## src/rtl/lpc_pkg.sv

```systemverilog
// Shared definitions for the Lpc register read-back path: FSM encoding, default widths
// and the special read addresses.
package lpc_pkg;

    typedef enum logic [1:0] {
        LRM_IDLE,
        LRM_LOOKUP,
        LRM_RESP
    } lrm_state_t;

    localparam int LPC_DATA_W = 8;
    localparam int LPC_ADDR_W = 8;

    localparam logic [LPC_ADDR_W-1:0] LPC_STATUS_ADDR = 8'h04;
    localparam logic [LPC_ADDR_W-1:0] LPC_EVENT_ADDR  = 8'h05;
    localparam logic [LPC_ADDR_W-1:0] LPC_ERRCNT_ADDR = 8'h06;

endpackage

```

## src/rtl/lpc_sticky_reg.sv

```systemverilog
// Set-dominant clear-on-read event register: each bit latches its event pulse until a clear,
// and a pulse arriving in the clear cycle survives it.
module lpc_sticky_reg
    import lpc_pkg::*;
#(
    parameter int WIDTH = LPC_DATA_W
) (
    input  logic             clk,
    input  logic             rst_n,
    input  logic [WIDTH-1:0] set_i,
    input  logic             clr_i,
    output logic [WIDTH-1:0] value_o
);

    logic [WIDTH-1:0] value_q;
    logic [WIDTH-1:0] value_d;

    always_comb begin
        value_d = (clr_i ? '0 : value_q) | set_i;
    end

    always_ff @(posedge clk) begin
        if (!rst_n) begin
            value_q <= '0;
        end else begin
            value_q <= value_d;
        end
    end

    assign value_o = value_q;

endmodule

```

## src/rtl/lpc_rd_mux_pipe.sv

```systemverilog
// LPC register read-back mux: IDLE/LOOKUP/RESP pipeline returning register data, BIOS status
// or a sticky event register. Optional error counter enabled by LPC_RD_ERRCNT_EN.
module lpc_rd_mux_pipe
    import lpc_pkg::*;
#(
    parameter int                NUM_REGS     = 32,
    parameter int                DATA_W       = LPC_DATA_W,
    parameter int                ADDR_W       = LPC_ADDR_W,
    parameter int                STATUS_W     = 3,
    parameter logic [ADDR_W-1:0] STATUS_ADDR  = ADDR_W'(LPC_STATUS_ADDR),
    parameter logic [ADDR_W-1:0] EVENT_ADDR   = ADDR_W'(LPC_EVENT_ADDR),
`ifdef LPC_RD_ERRCNT_EN
    parameter logic [ADDR_W-1:0] ERRCNT_ADDR  = ADDR_W'(LPC_ERRCNT_ADDR),
`endif
    parameter logic [DATA_W-1:0] DEFAULT_DATA = '0
) (
    input  logic                LpcClock,
    input  logic                PciReset,
    input  logic                RdReq,
    input  logic [ADDR_W-1:0]   AddrReg,
    input  logic [DATA_W-1:0]   DataReg [NUM_REGS],
    input  logic [STATUS_W-1:0] BiosStatus,
    input  logic [DATA_W-1:0]   EventIn,
    output logic [DATA_W-1:0]   DataRd,
    output logic                RdAck,
    output logic                RdErr,
    output logic                Busy
);

    localparam int                IDX_W      = (NUM_REGS > 1) ? $clog2(NUM_REGS) : 1;
    localparam logic [ADDR_W:0]   NUM_REGS_W = (ADDR_W + 1)'(NUM_REGS);

    lrm_state_t          state_q;
    lrm_state_t          state_d;
    logic [ADDR_W-1:0]   addr_q;
    logic [ADDR_W-1:0]   addr_d;
    logic [DATA_W-1:0]   data_rd_q;
    logic [DATA_W-1:0]   data_rd_d;
    logic                rd_err_q;
    logic                rd_err_d;

    logic                is_lookup;
    logic                in_range;
    logic [DATA_W-1:0]   status_ext;
    logic [DATA_W-1:0]   mux_data;
    logic                mux_err;
    logic                event_clr;
    logic [DATA_W-1:0]   event_value;

`ifdef LPC_RD_ERRCNT_EN
    logic [DATA_W-1:0]   errcnt_q;
    logic [DATA_W-1:0]   errcnt_d;
    logic                errcnt_clr;
`endif

    assign is_lookup = (state_q == LRM_LOOKUP);
    assign in_range  = ({1'b0, addr_q} < NUM_REGS_W);

    lpc_sticky_reg #(
        .WIDTH (DATA_W)
    ) u_event_reg (
        .clk     (LpcClock),
        .rst_n   (PciReset),
        .set_i   (EventIn),
        .clr_i   (event_clr),
        .value_o (event_value)
    );

    // Special addresses take priority over the bank, even when they fall outside it.
    always_comb begin
        status_ext                 = '0;
        status_ext[STATUS_W-1:0]   = BiosStatus;
        mux_data                   = DEFAULT_DATA;
        mux_err                    = 1'b0;
        event_clr                  = 1'b0;
`ifdef LPC_RD_ERRCNT_EN
        errcnt_clr                 = 1'b0;
`endif
        if (addr_q == STATUS_ADDR) begin
            mux_data = status_ext;
        end else if (addr_q == EVENT_ADDR) begin
            mux_data  = event_value;
            event_clr = is_lookup;
`ifdef LPC_RD_ERRCNT_EN
        end else if (addr_q == ERRCNT_ADDR) begin
            mux_data   = errcnt_q;
            errcnt_clr = is_lookup;
`endif
        end else if (in_range) begin
            mux_data = DataReg[addr_q[IDX_W-1:0]];
        end else begin
            mux_err = 1'b1;
        end
    end

    always_comb begin
        state_d   = state_q;
        addr_d    = addr_q;
        data_rd_d = data_rd_q;
        rd_err_d  = rd_err_q;
        case (state_q)
            LRM_IDLE: begin
                if (RdReq) begin
                    state_d = LRM_LOOKUP;
                    addr_d  = AddrReg;
                end
            end
            LRM_LOOKUP: begin
                state_d   = LRM_RESP;
                data_rd_d = mux_data;
                rd_err_d  = mux_err;
            end
            LRM_RESP: begin
                state_d = LRM_IDLE;
            end
            default: begin
                state_d = LRM_IDLE;
            end
        endcase
    end

    always_ff @(posedge LpcClock) begin
        if (!PciReset) begin
            state_q   <= LRM_IDLE;
            addr_q    <= '0;
            data_rd_q <= '0;
            rd_err_q  <= 1'b0;
        end else begin
            state_q   <= state_d;
            addr_q    <= addr_d;
            data_rd_q <= data_rd_d;
            rd_err_q  <= rd_err_d;
        end
    end

`ifdef LPC_RD_ERRCNT_EN
    // Clear first so an error landing in the clear cycle restarts the count at one.
    always_comb begin
        errcnt_d = errcnt_clr ? '0 : errcnt_q;
        if (is_lookup && mux_err && (errcnt_d != '1)) begin
            errcnt_d = errcnt_d + DATA_W'(1);
        end
    end

    always_ff @(posedge LpcClock) begin
        if (!PciReset) begin
            errcnt_q <= '0;
        end else begin
            errcnt_q <= errcnt_d;
        end
    end
`endif

    assign DataRd = data_rd_q;
    assign RdErr  = rd_err_q;
    assign RdAck  = (state_q == LRM_RESP);
    assign Busy   = (state_q != LRM_IDLE);

endmodule

```

## config.mk

```make
export PLATFORM = sky130hd
export DESIGN_NAME = lpc_rd_mux_pipe
export DESIGN_NICKNAME = d
export VERILOG_FILES = /design/src/rtl/lpc_pkg.sv /design/src/rtl/lpc_sticky_reg.sv /design/src/rtl/lpc_rd_mux_pipe.sv
export SDC_FILE = /design/constraint.sdc
export NUM_CORES = 1
export LEC_CHECK = 0
export BUFFER_PORTS_ARGS = -buffer_cell sky130_fd_sc_hd__buf_2
export CAP_MARGIN = 0
export CORE_AREA = 3 3 110 112
export DETAILED_ROUTE_END_ITERATION = 8
export DIE_AREA = 0 0 113 115
export GPL_TIMING_DRIVEN = 0
export PLACE_DENSITY = 0.66
export SETUP_SLACK_MARGIN = 0.2
export SLEW_MARGIN = 15
export SYNTH_ARGS = -nofsm -noshare
export SYNTH_HDL_FRONTEND = slang
export SYNTH_SLANG_ARGS = --single-unit
```

## constraint.sdc

```tcl
create_clock -name LpcClock -period 1.92 [get_ports LpcClock]
set_input_delay 0.096 -clock LpcClock [delete_from_list [all_inputs] [get_ports LpcClock]]
set_output_delay 0.096 -clock LpcClock [all_outputs]
set_load 0.01 [all_outputs]
```

Yosys cells after proc, flatten, opt, wreduce, memory -nomap -nowiden. Cells that the tools add are included.

Equal/unequal tests: 5. Multiplexer cells: 14. Reductions and logical operators: 3. Bitwise gates (word level): 2. $lt $le $gt $ge: 2.

Operators by type and width (number): 2-to-1 mux 8 bit (6); binary-select mux 8 bit (select 5 bit) (1); equality test 8 x 3 -> 1 bit, second input constant (2); less-than comparator 8 x 6 -> 1 bit, second input constant (1); bitwise OR 8 bit (1); >= comparator 6 bit, second input constant (1); inverter 5 -> 6 bit (1); 2-to-1 mux 1 bit (5); case mux 2 bit (2 select lines) (1); equality test 2 x 1 -> 1 bit, second input constant (1); equality test 2 bit, second input constant (1); logical NOT 2 bit (1); 2-to-1 mux 2 bit (1); != test 2 bit, second input constant (1); AND reduction 2 bit (1); nonzero test 2 bit (1).

Output and inout bits: 11. Bits in registers: 27. Bits of input ports: 278. Logic and storage cells: 31.

Depth between registers and ports, before layout. Gate-level depths: netlist (run 1).

Depth after elaboration: 7. Depth in mapped cells: 9.

Modules after synthesis. Synthesis (run 1) repeated with hierarchy kept, for this count alone.

Cells, all modules: 313. Area, all modules: 3241.9 µm².

Modules (own cells, without submodules): lpc_rd_mux_pipe (cells an instance 288, instances 1, area an instance 2966.6 µm², sequential area each 380.4 µm²); lpc_sticky_reg (cells an instance 25, instances 1, area an instance 275.3 µm², sequential area each 160.2 µm²).

Worst setup path before layout (run 1). OpenSTA, ideal clock, no wires.

Path kind: register to register. From: register addr_q[1]. To: register data_rd_q[0] (netlist: DataRd[0]). Slack: -0.046 ns. Stages on the path, launching flop included: 8. Buffers on the path: 2. Data required time: 1.803 ns. Library setup time: 0.117 ns. Arrival time: 1.848 ns. Cells stage by stage: dfxtp_1 -> buf_6 -> buf_4 -> mux4_2 -> mux2_2 -> a22oi_1 -> nand3_1 -> a32o_1.

Word-level cells in the longest chain between the ends: 7.

RTL lines: start: declaration (line lpc_rd_mux_pipe.sv:35) `logic [ADDR_W-1:0] addr_q;`; start signal: assignment (line lpc_rd_mux_pipe.sv:130) `addr_q <= addr_d;`; inverter 5 -> 6 bit (not written as such) (line lpc_rd_mux_pipe.sv:90) `mux_data = DataReg[addr_q[IDX_W-1:0]];`; binary-select mux 8 bit (select 5 bit) (line lpc_rd_mux_pipe.sv:90); 2-to-1 mux 8 bit (not written as such) (2 in a row) (line lpc_rd_mux_pipe.sv:90); 2-to-1 mux 8 bit (line lpc_rd_mux_pipe.sv:89) `end else if (in_range) begin`; 2-to-1 mux 8 bit (line lpc_rd_mux_pipe.sv:81) `end else if (addr_q == EVENT_ADDR) begin`; 2-to-1 mux 8 bit (*) (line lpc_rd_mux_pipe.sv:79) `if (addr_q == STATUS_ADDR) begin`; end signal: assignment (line lpc_rd_mux_pipe.sv:131) `data_rd_q <= data_rd_d;`; end: declaration (line lpc_rd_mux_pipe.sv:37) `logic [DATA_W-1:0] data_rd_q;`.

Mark *: on every way between the ends. The rest lies on a longest branch, timed or not. The select of a mux whose other input is x is not followed. A chain may end at the register's enable or synchronous reset.

Worst setup path in the final report (run 1).
From: register addr_q[0]. To: register data_rd_q[2] (netlist: DataRd[2]).

The elaborated chain is that of the path after synthesis.

==> flow_summary.yaml, run 1 <==
floorplan:
  core_area_um2: 11300
  fp.dieW_um: 113
  start_util: 0.286
  die_area_um2: 13000
  die_h_um: 115
  io_pins: 289
  num_rows: 39
power_and_ir_drop:
  powerDensity_nw_per_um2: 406
  power.leakage_nw: 2.49
  ir_drop_uv: 289
synthesis:
  avgSynthCellArea_um2: 10.5
  synth_cells: 309
  synthDistinctLibCells: 40
  ys.warnings.count: 0
  synthTopCellsByArea: "mux4_2, dfxtp_1, nand2_1"
  netlist.area_leader.share: 0.411
  ys_ff_latch: 27
  synth_seq_area_share: 0.167
  syn-num-nets: 587
  netlist_area_um2: 3230
  synth_top_area_cell: "mux4_2"
global_route:
  grt_max_degree: 15
  antenna_found_initial: 6
  grt_pass1_vias: 4347
  track_usage: 0.244
  grt_pass1_wl_mm: 24.2
  overflow: 0
route:
  first_pass_iters: 4
  drt_iter0_drc: 196
  route.detailed.drc: 0
  vias: 4079
  wirelength_mm: 16.7
  ant_nets: 0
  avgRoutedWirePerCell_um: 21.6
  via_per_inst: 5.28
layout:
  fin_cells: 772
  drive_above_1_share: 0.718
  design_area_um2: 5610
  nNetsFinal: 906
  seqCellArea_um2: 551
  area_delta_synth_final_pct: 73.4
  final_util: 0.495
  multi_input_area_um2: 2690
  fill_cells: 1085
critical_path:
  cpPeakStageDelay_ps: 540
  cp.required_ps: 2070
  cp_top_family: "compound AO/OA/AOI/OAI gates"
  endpoint_kind: "register"
  cp.buffers_inverters: 1
  cp-start-kind: "register"
  critPathKind: "register to register"
  crit_chain: "bufbuf_16 -> mux4_2 -> a2111oi_4 -> a211oi_1 -> a22o_1"
  arrival_ps: 2160
  crit_slowest_cell: "mux4_2"
  crit_path_max_fanout: 5
timing:
  report.final.slew_viol_count: 0
  skew_ps: 7.14
  hold_viol: 0
  finalSetupViolations: 15
  rsz0062_at_grt: "true"
  relSlewSlack: 0.551
  min_period_over_period: 1.04
  fin_crit_ps: 2000
  clock.fmax_mhz: 499
  worst_slew_pin_slew_ps: 674
  setup_ws_ps: -83.0
outcome:
  status: "finished with violations"
  violations: "negative setup slack"
cts:
  root_buffer: "clkbuf_16"
  clockBufferDepth: 2
  cts_tree: "done"
  clock_latency_ps: 260
  clkTransAtPathRegs_ps: 70
  cts-hold-fix-buffers: 0
  htreeDepth: 1
  cts_buffers: 3
  clkSinkCount: 27
placed_design:
  gp_congestion: 0.900
  portBuffers: 288
  dp.cells: 740
  place_area_um2: 4910
  dp_hpwl_mm: 14.1
  place_ws_ps: -533
job:
  max-cap-violations: 0
worst_hold_path:
  hp-class: "primary input to register"
==> metal layers <==
layer	vias up	routed length [µm]	global-route usage
met5	-	55	0
met4	8	204	0.0489
met3	22	1160	0.0426
met2	191	8630	0.438
met1	1985	6630	0.311
li1	1873	-	-
==> repair_timing <==
action / CTS / global route
resized for setup: 66 / 14
gates cloned: 2 / 0
endpoints found under the setup margin: 19 / 16
setup buffers: 21 / 3
endpoints found under the hold margin: 0 / 0
pin swaps: 23 / 11
==> area by class of cell <==
type / instances / area share
Multi-Input combinational cell: 247 / 0.479
Timing Repair Buffer: 314 / 0.312
Buffer: 30 / 0.0593
Tap cell: 143 / 0.0319
Clock buffer: 4 / 0.0141
Antenna cell: 2 / 0.000892
Inverter: 5 / 0.00469
Sequential cell: 27 / 0.0982
==> path summary, 6_finish.rpt <==
kind                                 start                      to  slack [ps]  cells after the start
worst max-delay path             addr_q[0]               DataRd[2]         -80                      5
worst min-delay path            EventIn[2]  u_event_reg.value_o[2]          50                      3
worst max register to register   addr_q[0]               DataRd[2]         -80                      5
worst min register to register   addr_q[6]               addr_q[6]         460                      2
==> cell usage after synthesis <==
| cell | instances |
|---|---|
| buf_4 | 3 |
| o22ai_1 | 1 |
| o21ai_0 | 5 |
| nor4bb_1 | 1 |
| nor2b_1 | 5 |
| and2_1 | 5 |
| clkinv_1 | 1 |
| or4b_4 | 1 |
| and3_1 | 1 |
| a32o_1 | 1 |
| nor2_1 | 19 |
| buf_6 | 7 |
| or3_4 | 1 |
| clkbuf_1 | 12 |
| mux4_2 | 59 |
| a21oi_1 | 11 |
| mux2i_1 | 17 |
| o211ai_1 | 3 |
| a21boi_0 | 2 |
| dfxtp_1 | 27 |
| a2111oi_0 | 2 |
| buf_1 | 1 |
| or3_1 | 3 |
| o32ai_1 | 3 |
| a22o_1 | 2 |
| a31oi_1 | 3 |
| or2_1 | 1 |
| a21oi_2 | 8 |
| nand2b_1 | 5 |
| nand3_1 | 10 |
| a311o_1 | 1 |
| nor3_1 | 4 |
| a211oi_1 | 8 |
| a22oi_1 | 7 |
| mux2_2 | 5 |
| o221ai_1 | 5 |
| buf_2 | 7 |
| inv_1 | 4 |
| nor4_1 | 1 |
| nand2_1 | 47 |
==> sequential cells by signal, indices dropped and copies added (netlist names) <==
| signal | flops |
|---|---|
| addr_q | 8 |
| RdErr | 1 |
| u_event_reg.value_o | 8 |
| DataRd | 8 |
| state_q | 2 |
==> report_power, final <==
part           total, mW  internal, mW  switching [mW]
Combinational       1.18         0.688           0.495
Clock              0.469         0.284           0.185
Sequential         0.626         0.596          0.0296
==> through the flow <==
| stage | power, mW | TNS [ps] | hold WS [ps] |
|---|---|---|---|
| CTS | 2.26 | -1110 | 48.8 |
| global placement | 1.62 | -4010 | 309 |
| detailed placement | 1.64 | -3910 | 315 |
| global route | 2.40 | -1700 | 55.0 |
| floorplan | 1.18 | 0 | 207 |
| finish | 2.28 | -515 | 47.3 |
==> cell usage in the layout (no fill, tap or decap), drive strengths merged, types with 2 or more instances in the layout <==
cell type and n:
a2111oi 2, a211oi 8, a21boi 2, a21oi 19, a22o 2, a22oi 7, a31oi 3, and2 5
buf 331, clkbuf 16, clkinvlp 2, dfxtp 27, diode 2, inv 3, mux2 5, mux2i 17
mux4 59, nand2 47, nand2b 5, nand3 10, nor2 19, nor2b 5, nor3 4, o211ai 3
o21ai 5, o221ai 5, o32ai 3, or3 4
==> cells by family after synthesis <==
logic type	share of synthesized area
AND/OR/NAND/NOR	0.150
multiplexers	0.481
AO/OA/AOI/OAI	0.139
buffers and inverters	0.0631
flip-flops	0.167
==> worst min-delay path: cells and delay by family <==
family | cells | cell delay, ps
AOI/OAI and AO/OA | 1 | 30
buffers and inverters | 1 | 80
and+or+nand+nor | 1 | 60
No activity file was read; power rests on OpenSTA's default activity.
==> run 2, diff against run 1 <==
--- a/config.mk
+++ b/config.mk
@@ -11,7 +11,7 @@
 export DETAILED_ROUTE_END_ITERATION = 8
 export DIE_AREA = 0 0 113 115
 export GPL_TIMING_DRIVEN = 0
-export PLACE_DENSITY = 0.66
+export PLACE_DENSITY = 0.69
 export SETUP_SLACK_MARGIN = 0.2
 export SLEW_MARGIN = 15
 export SYNTH_ARGS = -nofsm -noshare
==> run 2 against run 1 <==
The flow still finishes with violations (negative setup slack). Flip-flop and latch count did not move. Sequential power barely moved. Clock-buffer cell count did not move. Hold slack improved by 1.1 ps. Clock skew fell by 1.4 ps. Final cell count fell by 0.13%. Critical path type unchanged. Largest cell class unchanged. Highest routed layer unchanged.
==> flow_summary.yaml, run 2 (synthesized netlist as in run 1, its figures left out) <==
layout:
  multi_input_area_um2: 2670
  drive_above_1_share: 0.712
  layout_commonest_cell: "buf_2"
  seqCellArea_um2: 551
  final_util: 0.490
  fill_cells: 1089
  final_cell_mix: "buf_2, mux4_2, nand2_1"
  n_antenna_cell: 0
  area_delta_synth_final_pct: 71.3
  nNetsFinal: 907
route:
  drt_iter0_drc: 280
  vias: 4127
  via_per_inst: 5.35
  first_pass_iters: 4
  wirelength_mm: 17.0
  avgRoutedWirePerCell_um: 22.1
  route.detailed.drc: 0
  ant_nets: 0
cts:
  clkTransAtPathRegs_ps: 70
  clockBufferDepth: 2
  clkSinkCount: 27
  root_buffer: "clkbuf_16"
  cts-hold-fix-buffers: 0
  htreeDepth: 1
  cts_buffers: 3
  cts_tree: "done"
  clock_latency_ps: 260
placed_design:
  gp_congestion: 0.959
  dp_hpwl_mm: 14.4
  portBuffers: 288
timing:
  relSlewSlack: 0.569
  skew_ps: 5.78
  fin_crit_ps: 2000
  min_period_over_period: 1.04
  worst_slew_pin_slew_ps: 646
  finalSetupViolations: 14
  report.final.slew_viol_count: 0
  rsz0062_at_grt: "true"
  setup_ws_ps: -80.1
  clock.fmax_mhz: 500
  hold_viol: 0
power_and_ir_drop:
  ir_drop_uv: 322
  power.leakage_nw: 2.48
  finalPower_mw: 2.27
  powerDensity_nw_per_um2: 410
critical_path:
  cp.buffers_inverters: 2
  arrival_ps: 2150
  crit_end: "DataRd[0]"
  crit_cells: 7
  cp-start-kind: "register"
  crit_slowest_cell: "mux4_2"
  r2r_setup_slack_ps: -80
  endpoint_kind: "register"
  crit_chain: "buf_12 -> buf_4 -> mux4_2 -> mux2_2 -> nand2_1 -> nand3_1 -> a32o_1"
  worstReg2RegStart: "addr_q[1]"
  crit_start: "addr_q[1]"
  critPathKind: "register to register"
  cp.required_ps: 2070
  crit_path_max_fanout: 6
  cpPeakStageDelay_ps: 490
  rr_worst_depth: 7
  reg2reg_to: "DataRd[0]"
  cp_top_family: "multiplexers"
floorplan:
  io_pins: 289
  die_h_um: 115
  num_rows: 39
  core_area_um2: 11300
  fp.dieW_um: 113
  die_area_um2: 13000
  start_util: 0.286
global_route:
  grt_pass1_wl_mm: 24.6
  overflow: 0
  grt_pass1_vias: 4445
  antenna_found_initial: 1
  grt_max_degree: 15
  track_usage: 0.248
outcome:
  status: "finished with violations"
  violations: "negative setup slack"
job:
  max-cap-violations: 0
worst_hold_path:
  hp-class: "primary input to register"
==> run 2: metal layers <==
layer	GRT usage	vias to the layer above	share of wire
met5	0	-	0.00076
met4	0.0465	2	0.016
met3	0.0463	21	0.080
met2	0.436	207	0.50
met1	0.323	2019	0.40
li1	-	1878	-
==> run 2: through the flow <==
step                cells  instance area [µm²]  worst slack (ps)  hold slack, ps  TNS (ps)
floorplan             309                 3290              7.68             207         0
global placement      740                 4910              -509             312     -3760
detailed placement    740                 4910              -507             318     -3880
CTS                   766                 5430             -76.0            53.0      -559
global route          771                 5540              -124            56.5     -1520
finish                771                 5540             -80.1            48.5      -629
==> run 2: area by class of cell <==
| class | count | share of cell area |
|---|---|---|
| buffer | 30 | 0.0555 |
| clock buffer | 4 | 0.0142 |
| inverter | 5 | 0.00361 |
| multi-input combinational | 247 | 0.481 |
| sequential | 27 | 0.0993 |
| tap | 143 | 0.0323 |
| timing repair buffer | 315 | 0.314 |
==> run 2: worst reg2reg max path, stage by stage, from the launching register on <==
cell and delay [ps]:
dfxtp_4 380, buf_12 140, buf_4 120, mux4_2 490, mux2_2 270, nand2_1 100
nand3_1 120, a32o_1 260
==> run 2: timing repair <==
action                                  in CTS  in global routing
pin swaps                                   14                 10
setup buffers                               20                  5
gates resized for setup                     58                 13
endpoints found under the setup margin      19                 16
cloned                                       2                  0
==> run 2: where the power goes <==
group	internal, mW	leakage [nW]	switching [mW]	total, mW
logic	0.670	2.21	0.491	1.16
registers	0.596	0.225	0.0319	0.628
clock network	0.284	0.0382	0.195	0.480
total	1.55	2.48	0.718	2.27
==> run 2: worst min-delay path by stage <==
stage,endpoint,cells after the start,slack (ps),startpoint
2_1_floorplan,u_event_reg.value_o[0],2,210,EventIn[0]
3_3_place_gp,u_event_reg.value_o[6],3,310,EventIn[6]
3_5_place_dp,u_event_reg.value_o[4],3,320,EventIn[4]
4_1_cts,u_event_reg.value_o[2],3,50,EventIn[2]
5_1_grt,u_event_reg.value_o[2],3,60,EventIn[2]
6_report,u_event_reg.value_o[2],3,50,EventIn[2]
